$ cat src/rtl/serial_adder.sv
// Bit-serial WIDTH-bit adder: one full-adder cell plus a carry flop, LSB first.
// Result {Cout,SUM} is registered on entry to DONE and held until the next result.
module serial_adder #(
   parameter int unsigned WIDTH = 8
) (
   input  logic             clk,
   input  logic             rst,
   input  logic             start,
   input  logic [WIDTH-1:0] A,
   input  logic [WIDTH-1:0] B,
   input  logic             Cin,
   output logic             busy,
   output logic             done,
   output logic [WIDTH-1:0] SUM,
   output logic             Cout
);

   localparam int unsigned CW = $clog2(WIDTH + 1);

   typedef enum logic [1:0] {IDLE, SHIFT, DONE} state_t;

   state_t           state;
   logic [WIDTH-1:0] a_sr;
   logic [WIDTH-1:0] b_sr;
   logic [WIDTH-1:0] s_sr;
   logic [WIDTH-1:0] s_next;
   logic [CW-1:0]    cnt;
   logic             c_r;
   logic             s;
   logic             c_next;

   // Full-adder cell on the current LSBs and the running carry
   assign s      = a_sr[0] ^ b_sr[0] ^ c_r;
   assign c_next = (a_sr[0] & b_sr[0]) | (c_r & (a_sr[0] ^ b_sr[0]));

   // Sum bits enter at the MSB so the LSB-first stream lands in place
   generate
      if (WIDTH == 1) begin : g_w1
         assign s_next = s;
      end else begin : g_wn
         assign s_next = {s, s_sr[WIDTH-1:1]};
      end
   endgenerate

   always_ff @(posedge clk or posedge rst) begin
      if (rst) begin
         state <= IDLE;
         a_sr  <= '0;
         b_sr  <= '0;
         s_sr  <= '0;
         c_r   <= 1'b0;
         cnt   <= '0;
         busy  <= 1'b0;
         done  <= 1'b0;
         SUM   <= '0;
         Cout  <= 1'b0;
      end else begin
         case (state)
            IDLE: begin
               busy <= 1'b0;
               done <= 1'b0;
               if (start) begin
                  a_sr  <= A;
                  b_sr  <= B;
                  c_r   <= Cin;
                  cnt   <= '0;
                  busy  <= 1'b1;
                  state <= SHIFT;
               end
            end
            SHIFT: begin
               c_r  <= c_next;
               s_sr <= s_next;
               a_sr <= a_sr >> 1;
               b_sr <= b_sr >> 1;
               cnt  <= cnt + CW'(1);
               // Last bit: publish the result including this edge's sum and carry
               if (cnt == CW'(WIDTH - 1)) begin
                  SUM   <= s_next;
                  Cout  <= c_next;
                  done  <= 1'b1;
                  state <= DONE;
               end
            end
            DONE: begin
               done  <= 1'b0;
               busy  <= 1'b0;
               state <= IDLE;
            end
            default: begin
               state <= IDLE;
            end
         endcase
      end
   end

endmodule

$ cat config.mk
export PLATFORM = sky130hd
export DESIGN_NAME = serial_adder
export DESIGN_NICKNAME = d
export VERILOG_FILES = /design/src/rtl/serial_adder.sv
export SDC_FILE = /design/constraint.sdc
export NUM_CORES = 1
export LEC_CHECK = 0
export BUFFER_PORTS_ARGS = -buffer_cell sky130_fd_sc_hd__buf_2
export CAP_MARGIN = 20
export CORE_MARGIN = 2
export CORE_UTILIZATION = 45
export CTS_CLUSTER_SIZE = 25
export DETAILED_ROUTE_END_ITERATION = 8
export PLACE_DENSITY_LB_ADDON = 0.05
export SKIP_CTS_REPAIR_TIMING = 1
export SLEW_MARGIN = 20
export SYNTH_ARGS = -nofsm -noshare
export SYNTH_HDL_FRONTEND = slang
export SYNTH_SLANG_ARGS = --single-unit
$ cat constraint.sdc
create_clock -name clk -period 1.55 [get_ports clk]
set_input_delay 0.0775 -clock clk [delete_from_list [all_inputs] [get_ports clk]]
set_output_delay 0.0775 -clock clk [all_outputs]
set_load 0.05 [all_outputs]
==> flow_summary.json, run 1 <==
{
  "ys_seq_area_share_pct": 58.1,
  "ant_nets": 0,
  "vias_per_cell": 5.20,
  "grt_max_degree": 42,
  "drive_gt1_share_pct": 29.5,
  "dp_cells": 237,
  "yosys_warnings": 0,
  "core_area_um2": 3720,
  "place_hpwl_um": 2380,
  "fin_worst_skew_ns": 0.00757,
  "ys_types": 26,
  "worst_setup_path_end_kind": "flip-flop",
  "hold_class": "in -> reg",
  "grt_pass1_vias": 1339,
  "gp_congestion": 0.687,
  "ioPinCount": 31,
  "cellPowerDensity_nw_per_um2": 2220,
  "cp-start-kind": "flip-flop",
  "p_leak_nw": 1.10,
  "drt_iter0_drc": 58,
  "hold_viol_final": 0,
  "yosys_most_used_dff": "dfrtp_1",
  "dieArea_um2": 4440,
  "r2r_slack_ns": 0.08,
  "crit_fanout": 11,
  "io_buffer_count": 30,
  "synthCells": 161,
  "syn_area_um2": 1770,
  "die_y_um": 66.7,
  "cts_max_level": 2,
  "rsz0062_at_grt": "false",
  "critPathSlowestCell": "dfrtp_1",
  "setup_viol_count_final": 0,
  "grt_pass1_wl_um": 6070,
  "routed_wl_um": 3380,
  "drc": 0,
  "start_util_pct": 47.5,
  "layout_setup_ws_ns": 0.0804,
  "finalNetCount": 221,
  "drtPass1Iterations": 4,
  "worstPathArrival_ns": 1.64,
  "routedWlPerCell_um": 13.6,
  "clk_latency_ns": 0.29,
  "cpPeakStageDelay_ns": 0.40,
  "async_flop_share_pct": 100,
  "dpl-instance-area_um2": 1990,
  "crit_chain": "ha_2 > nand2_1 > nor3_4 > buf_12 > mux2_2",
  "ir_drop_v": 0.000802,
  "critPathKind": "reg -> reg",
  "drv_cap": 0,
  "fin_crit_sh_pct": 94.8,
  "syn_to_final_growth_pct": 22.0,
  "cts_buffer_depth": 2,
  "maxSlewHeadroom_pct": 65.9,
  "vias": 1289,
  "final_core_util_pct": 58.0,
  "final_cell_area_um2": 2160,
  "cts_root_buf": "clkbuf_8",
  "total_power_mw": 4.78,
  "cts_tree": "built",
  "worstPathRequired_ns": 1.72,
  "synth_nets": 183,
  "slew_viol_final": 0,
  "gr-usage-all-layers_pct": 18.4,
  "cp_num_buf_inv": 1,
  "overflow": 0,
  "synth_edf_count": 0,
  "synth_area_per_cell_um2": 11.0,
  "die_w_um": 66.7,
  "tns_ns": 0,
  "status": "finished, final reports clean",
  "tightestPinTransition_ns": 0.511,
  "cts.sinks": 41,
  "crit_family": "flip-flops",
  "antenna_found_initial": 0,
  "numCtsBuffers": 5,
  "antennaDiodeCount": 0,
  "period_needed_ns": 1.47,
  "place_ws_ns": 0.0709,
  "fp-row-count": 22,
  "clkTransAtPathRegs_ns": 0.08,
  "synth_seq_cells": 41,
  "hold_slack_ns": 0.0157,
  "instances_no_fill": 248,
  "fmax_ghz": 0.680
}
cells in the mapped netlist, types with 4 or more instances:
cell / count / area, µm²
a21oi_1: 9 / 45.0
a22oi_1: 8 / 60.1
nand2_1: 38 / 143
dfrtp_1: 41 / 1030
buf_2: 5 / 25.0
o21ai_0: 16 / 80.1
a22o_1: 4 / 35.0
and3b_1: 8 / 70.1
mux2_2: 9 / 101
cells in the final DEF (no fill, tap or decap), types with 2 or more instances in the layout:
cell / count
mux2_2: 9
a21oi_1: 9
bufinv_16: 2
buf_4: 9
nand2b_1: 2
and3b_1: 8
nand2_1: 38
a22o_1: 4
o21ai_0: 16
a21o_1: 2
clkbuf_8: 5
dlygate4sd3_1: 2
a22oi_1: 8
buf_2: 30
dfrtp_1: 41
and2b_1: 2
area by class of cell:
type | count | area, µm²
Fill cell | 338 | 1560
Sequential cell | 41 | 1030
Multi-Input combinational cell | 108 | 674
Timing Repair Buffer | 42 | 258
Clock buffer | 5 | 68.8
Clock inverter | 3 | 65.1
Tap cell | 48 | 60.1
Inverter | 1 | 3.75
layer usage:
layer  part of all wire, %  wire, µm  vias to the layer above  GRT usage [%]
li1                      -         -                      625              -
met1                    44      1480                      629           22.6
met5                     0         0                        -              0
met3                   3.9       133                        5           4.05
met2                    51      1720                       30           31.0
met4                   1.5        52                        0           7.65
kinds of logic (layout without fill, tap and decap cells):
logic type	count (synthesis)	count (layout)	share of synthesized area (%)
and+or+nand+nor	55	55	15.7
AOI/OAI and AO/OA	41	41	14.2
DFF	41	41	58.1
buffers and inverters	12	51	3.89
muxes	10	10	6.30
adders and majority gates	2	2	1.84
worst paths after layout:
kind | from | end | cells past startpoint
max in group asynchronous | rst | a_sr[6]$_DFFE_PP0P_ | 4
min in group asynchronous | rst | SUM[0]$_DFFE_PP0P_ | 4
max | cnt[1]$_DFFE_PP0P_ | SUM[4]$_DFFE_PP0P_ | 5
min reg2reg | busy$_DFFE_PP0P_ | busy$_DFFE_PP0P_ | 1
max reg2reg | cnt[1]$_DFFE_PP0P_ | SUM[4]$_DFFE_PP0P_ | 5
min | A[7] | a_sr[7]$_DFFE_PP0P_ | 2
power breakdown:
group          leakage [nW]  internal [mW]  switching (mW)
sequential            0.531           1.52           0.277
clock                0.0681          0.640           0.358
combinational         0.503          0.762            1.22
flip-flops by register name (all words and copies together), names as in the netlist:
signal	count
Cout	1
SUM	8
a_sr	8
b_sr	8
busy	1
c_r	1
cnt	4
done	1
s_sr	7
state	2
Power figures use the tool's default switching activity.
==> inputs of run 2 (changes only) <==
ABC_AREA = 1   (was unset)
CORE_ASPECT_RATIO = 0.9   (was unset)
==> flow_summary.json, run 2 <==
{
  "hold_viol_final": 5,
  "grt_pass1_vias": 1314,
  "cts_buffer_depth": 2,
  "worst_setup_path_end_kind": "flip-flop",
  "dieArea_um2": 4380,
  "hold_class": "in -> reg",
  "post-synth-top-count-cell": "nand2_1",
  "ant_nets": 0,
  "fp-row-count": 21,
  "cts_max_level": 2,
  "maxSlewHeadroom_pct": 65.6,
  "gp_congestion": 0.716,
  "tns_ns": 0,
  "synth_edf_count": 0,
  "drc": 0,
  "top_regs": "SUM (8), a_sr (8), b_sr (8)",
  "antenna_found_initial": 0,
  "layout.cells.most_common": "nand2_1",
  "status": "finished, violations left",
  "worstPathRequired_ns": 1.72,
  "fin_crit_sh_pct": 87.3,
  "yosysTopAreaCellShare_pct": 59.0,
  "rsz0062_at_grt": "false",
  "ioPinCount": 31,
  "place_hpwl_um": 2320,
  "crit_path_start": "state[0]$_DFFE_PP0P_",
  "syn_to_final_growth_pct": 17.7,
  "synthTopCellsByArea": "dfrtp_1 (59%), nand2_1 (19%), nand3_1 (11%)",
  "grt_max_degree": 42,
  "ir_drop_v": 0.000724,
  "drt_iter0_drc": 48,
  "syn_area_um2": 1740,
  "hold_slack_ns": -0.00847,
  "cp-start-kind": "flip-flop",
  "layout_common_cells": "nand2_1 (88), dfrtp_1 (41), nand3_1 (39)",
  "worstPathArrival_ns": 1.53,
  "synthCells": 197,
  "core_area_um2": 3700,
  "clkTransAtPathRegs_ns": 0.08,
  "synth_area_per_cell_um2": 8.83,
  "ys_types": 17,
  "slew_viol_final": 0,
  "finalNetCount": 256,
  "fin_worst_skew_ns": 0.00907,
  "die_w_um": 69.5,
  "final_cell_area_um2": 2050,
  "synth_nets": 219,
  "cts_root_buf": "clkbuf_8",
  "yosys-top-cells-count": "nand2_1 (88), dfrtp_1 (41), nand3_1 (39), buf_2 (4), inv_1 (4)",
  "rr_startpoint": "state[0]$_DFFE_PP0P_",
  "grt_pass1_wl_um": 6140,
  "drtPass1Iterations": 4,
  "fmax_ghz": 0.739,
  "setup_viol_count_final": 0,
  "yosys_most_used_dff": "dfrtp_1",
  "cts.sinks": 41,
  "total_power_mw": 4.24,
  "numCtsBuffers": 5,
  "overflow": 0,
  "tightestPinTransition_ns": 0.516,
  "critPathKind": "reg -> reg",
  "die_y_um": 63.0,
  "async_flop_share_pct": 100,
  "cts_tree": "built",
  "vias": 1399,
  "routed_wl_um": 3490,
  "ys_seq_area_share_pct": 59.0,
  "drv_cap": 0,
  "clk_latency_ns": 0.28,
  "crit_fanout": 26,
  "gr-usage-all-layers_pct": 17.4,
  "yosys.area.top_type": "dfrtp_1",
  "cellPowerDensity_nw_per_um2": 2070,
  "antennaDiodeCount": 0,
  "start_util_pct": 46.9,
  "routedWlPerCell_um": 12.4,
  "violations": "negative hold slack",
  "yosys_warnings": 0,
  "p_leak_nw": 1.09,
  "fillers": 346,
  "drive_gt1_share_pct": 20.9,
  "dpl-instance-area_um2": 1930,
  "synth_seq_cells": 41,
  "io_buffer_count": 30,
  "period_needed_ns": 1.35,
  "holdCritStartpoint": "A[6]",
  "vias_per_cell": 4.98
}
## run 2: cell count changes in the layout (fill, tap and decap cells not counted), moves of 8 or more
| cell | delta |
|---|---|
| nand3_1 | +38 |
| a21oi_1 | -9 |
| a22oi_1 | -8 |
| o21ai_0 | -14 |
| mux2_2 | -9 |
| nand2_1 | +50 |
| and3b_1 | -8 |
## run 2: area by class of cell
type                    count  area (µm²)  share of cell area (%)
clock inverters             2        10.0                   0.489
flip-flops and latches     41        1030                    50.1
repair buffers             38         218                    10.6
clock buffers               6        72.6                    3.55
multi-input cells         142         638                    31.2
inverters                   6        25.0                    1.22
well taps                  46        57.6                    2.81
## run 2: layer usage
layer / track usage, % / wire, µm
met3: 4.52 / 176
met1: 24.6 / 1700
met5: 0 / 0
met2: 26.9 / 1610
met4: 4.66 / 7
## run 2: power by group
group	internal [mW]	switching, mW	total [mW]
Clock	0.312	0.345	0.657
Sequential	1.53	0.311	1.84
Combinational	0.525	1.23	1.75
## run 2: per-stage QoR
step / hold WS [ns] / cells / worst slack, ns / util, %
after floorplan: 0.187 / 197 / 0.418 / -
after global placement: 0.226 / 270 / 0.256 / 52.2
after CTS: -0.0834 / 278 / 0.184 / 54.4
after detailed placement: 0.231 / 270 / 0.184 / 52.2
final: -0.00847 / 281 / 0.196 / 55.3
after global routing: 0.00145 / 281 / 0.0860 / 55.3
## run 2: cell families after synthesis
| logic type | after synthesis | synth area share (%) |
|---|---|---|
| adder cells (fa/ha/maj) | 2 | 1.87 |
| buffers and inverters | 14 | 4.32 |
| AND/OR/NAND/NOR | 135 | 33.4 |
| flip-flops | 41 | 59.0 |
| AO/OA/AOI/OAI | 5 | 1.44 |
## run 2: path summary, 6_finish.rpt
path	cells past startpoint	slack (ns)	endpoint
max	5	0.20	SUM[3]$_DFFE_PP0P_
min	3	-0.008	a_sr[6]$_DFFE_PP0P_
max reg2reg	5	0.20	SUM[3]$_DFFE_PP0P_
min reg2reg	2	0.47	SUM[0]$_DFFE_PP0P_
max in group asynchronous	4	0.73	s_sr[3]$_DFFE_PP0P_
min in group asynchronous	4	0.46	SUM[5]$_DFFE_PP0P_
## run 2: critical path, stage by stage (launching register included)
cell and delay, ns:
dfrtp_1 0.45, nand2_2 0.18, inv_4 0.26, nand2_2 0.20, nand2_1 0.10, nand2_1 0.05
==> inputs of run 3 (changes only) <==
CORE_ASPECT_RATIO = 1.5   (was 0.9)
==> flow_summary.json, run 3 (same netlist as run 2, synthesis figures left out) <==
{
  "routed_wl_um": 3490,
  "slew_viol_final": 0,
  "gr-usage-met2_pct": 32.1,
  "grt_use_met1_pct": 22.4,
  "tightestPinTransition_ns": 0.518,
  "layout_common_cells": "nand2_1 (88), dfrtp_1 (41), nand3_1 (39)",
  "cts_max_level": 2,
  "crit_fanout": 23,
  "worst_setup_path_end_kind": "flip-flop",
  "cts_tree": "built",
  "start_util_pct": 47.2,
  "hold_viol_final": 9,
  "routedWlPerCell_um": 12.6,
  "cts.sinks": 41,
  "fin_crit_sh_pct": 84.2,
  "drtPass1Iterations": 4,
  "ant_nets": 0,
  "die_w_um": 54.8,
  "clkTransAtPathRegs_ns": 0.08,
  "top_regs": "SUM (8), a_sr (8), b_sr (8)",
  "dpl-instance-area_um2": 1940,
  "maxSlewHeadroom_pct": 65.5,
  "layout.cells.most_common": "nand2_1",
  "worstPathRequired_ns": 1.79,
  "drive_gt1_share_pct": 20.9,
  "drv_cap": 0,
  "dieArea_um2": 4390,
  "fin_worst_skew_ns": 0.00753,
  "antennaDiodeCount": 0,
  "fmax_ghz": 0.766,
  "clk_latency_ns": 0.29,
  "gr-usage-met3_pct": 5.58,
  "grt_pass1_wl_um": 6090,
  "final_cell_area_um2": 2080,
  "ir_drop_v": 0.00106,
  "io_buffer_count": 30,
  "drc": 0,
  "p_leak_nw": 1.10,
  "cellPowerDensity_nw_per_um2": 2100,
  "rsz0062_at_grt": "false",
  "ioPinCount": 31,
  "total_power_mw": 4.35,
  "core_area_um2": 3680,
  "violations": "negative hold slack",
  "status": "finished, violations left",
  "grt.busiest_layer": "met2",
  "die_y_um": 80.1,
  "numCtsBuffers": 5,
  "drt_iter0_drc": 38,
  "tns_ns": 0,
  "antenna_found_initial": 0,
  "gp_congestion": 0.694,
  "cp-start-kind": "flip-flop",
  "cts_root_buf": "clkbuf_8",
  "fp-row-count": 27,
  "worstPathArrival_ns": 1.54,
  "grt_max_degree": 42,
  "critPathKind": "reg -> reg",
  "place_hpwl_um": 2390,
  "hold_slack_ns": -0.0182,
  "gr-usage-all-layers_pct": 19.3,
  "setup_viol_count_final": 0,
  "vias": 1391,
  "finalNetCount": 256,
  "overflow": 0,
  "grt_pass1_vias": 1395,
  "hold_class": "in -> reg",
  "syn_to_final_growth_pct": 19.4,
  "period_needed_ns": 1.31,
  "vias_per_cell": 5.00,
  "cts_buffer_depth": 2
}
[run 3: cell types whose count changed in the layout (fill, tap and decap cells not counted), sizes merged]
cell	before	now
buf	35	34
clkbuf	6	7
clkinv	2	1
dlygate4sd3	3	4
[run 3: worst paths after layout]
path                                       end  slack, ns  depth (start not counted)                  from
max reg2reg                 SUM[5]$_DFFE_PP0P_       0.24                          5  state[0]$_DFFE_PP0P_
max in group asynchronous   SUM[2]$_DFFE_PP0P_       0.74                          4                   rst
max                         SUM[5]$_DFFE_PP0P_       0.24                          5  state[0]$_DFFE_PP0P_
min                        a_sr[7]$_DFFE_PP0P_      -0.02                          3                  A[7]
min in group asynchronous   SUM[5]$_DFFE_PP0P_       0.44                          4                   rst
min reg2reg                 SUM[6]$_DFFE_PP0P_       0.48                          2   s_sr[7]$_DFFE_PP0P_
[run 3: stage by stage]
step	instances	setup WS (ns)	utilization [%]
after detailed placement	266	0.227	52.6
after global placement	266	0.278	52.6
final	278	0.245	56.4
after global routing	278	0.108	56.4
after CTS	274	0.215	55.3
after floorplan	197	0.418	-
[run 3: final cells by class]
type,instances,area (µm²)
repair buffers,38,233
multi-input cells,142,638
clock inverters,1,5.00
fillers,345,1610
clock buffers,7,96.3
well taps,43,53.8
flip-flops and latches,41,1030
inverters,6,25.0
[run 3: per-layer routing]
layer	vias up	routed length (µm)
met5	-	0
met4	0	64
met3	8	178
met2	28	1760
met1	653	1490
li1	702	-
[run 3: report_power, final]
part | switching, mW | internal (mW)
combinational | 1.23 | 0.545
clock | 0.351 | 0.402
sequential | 0.300 | 1.53
[run 3: critical path, stage by stage, from the launching register on]
cell and delay (ns):
dfrtp_1 0.44, nand2_2 0.19, buf_12 0.21, nor2_4 0.23
nand2_1 0.09, nand2_1 0.07
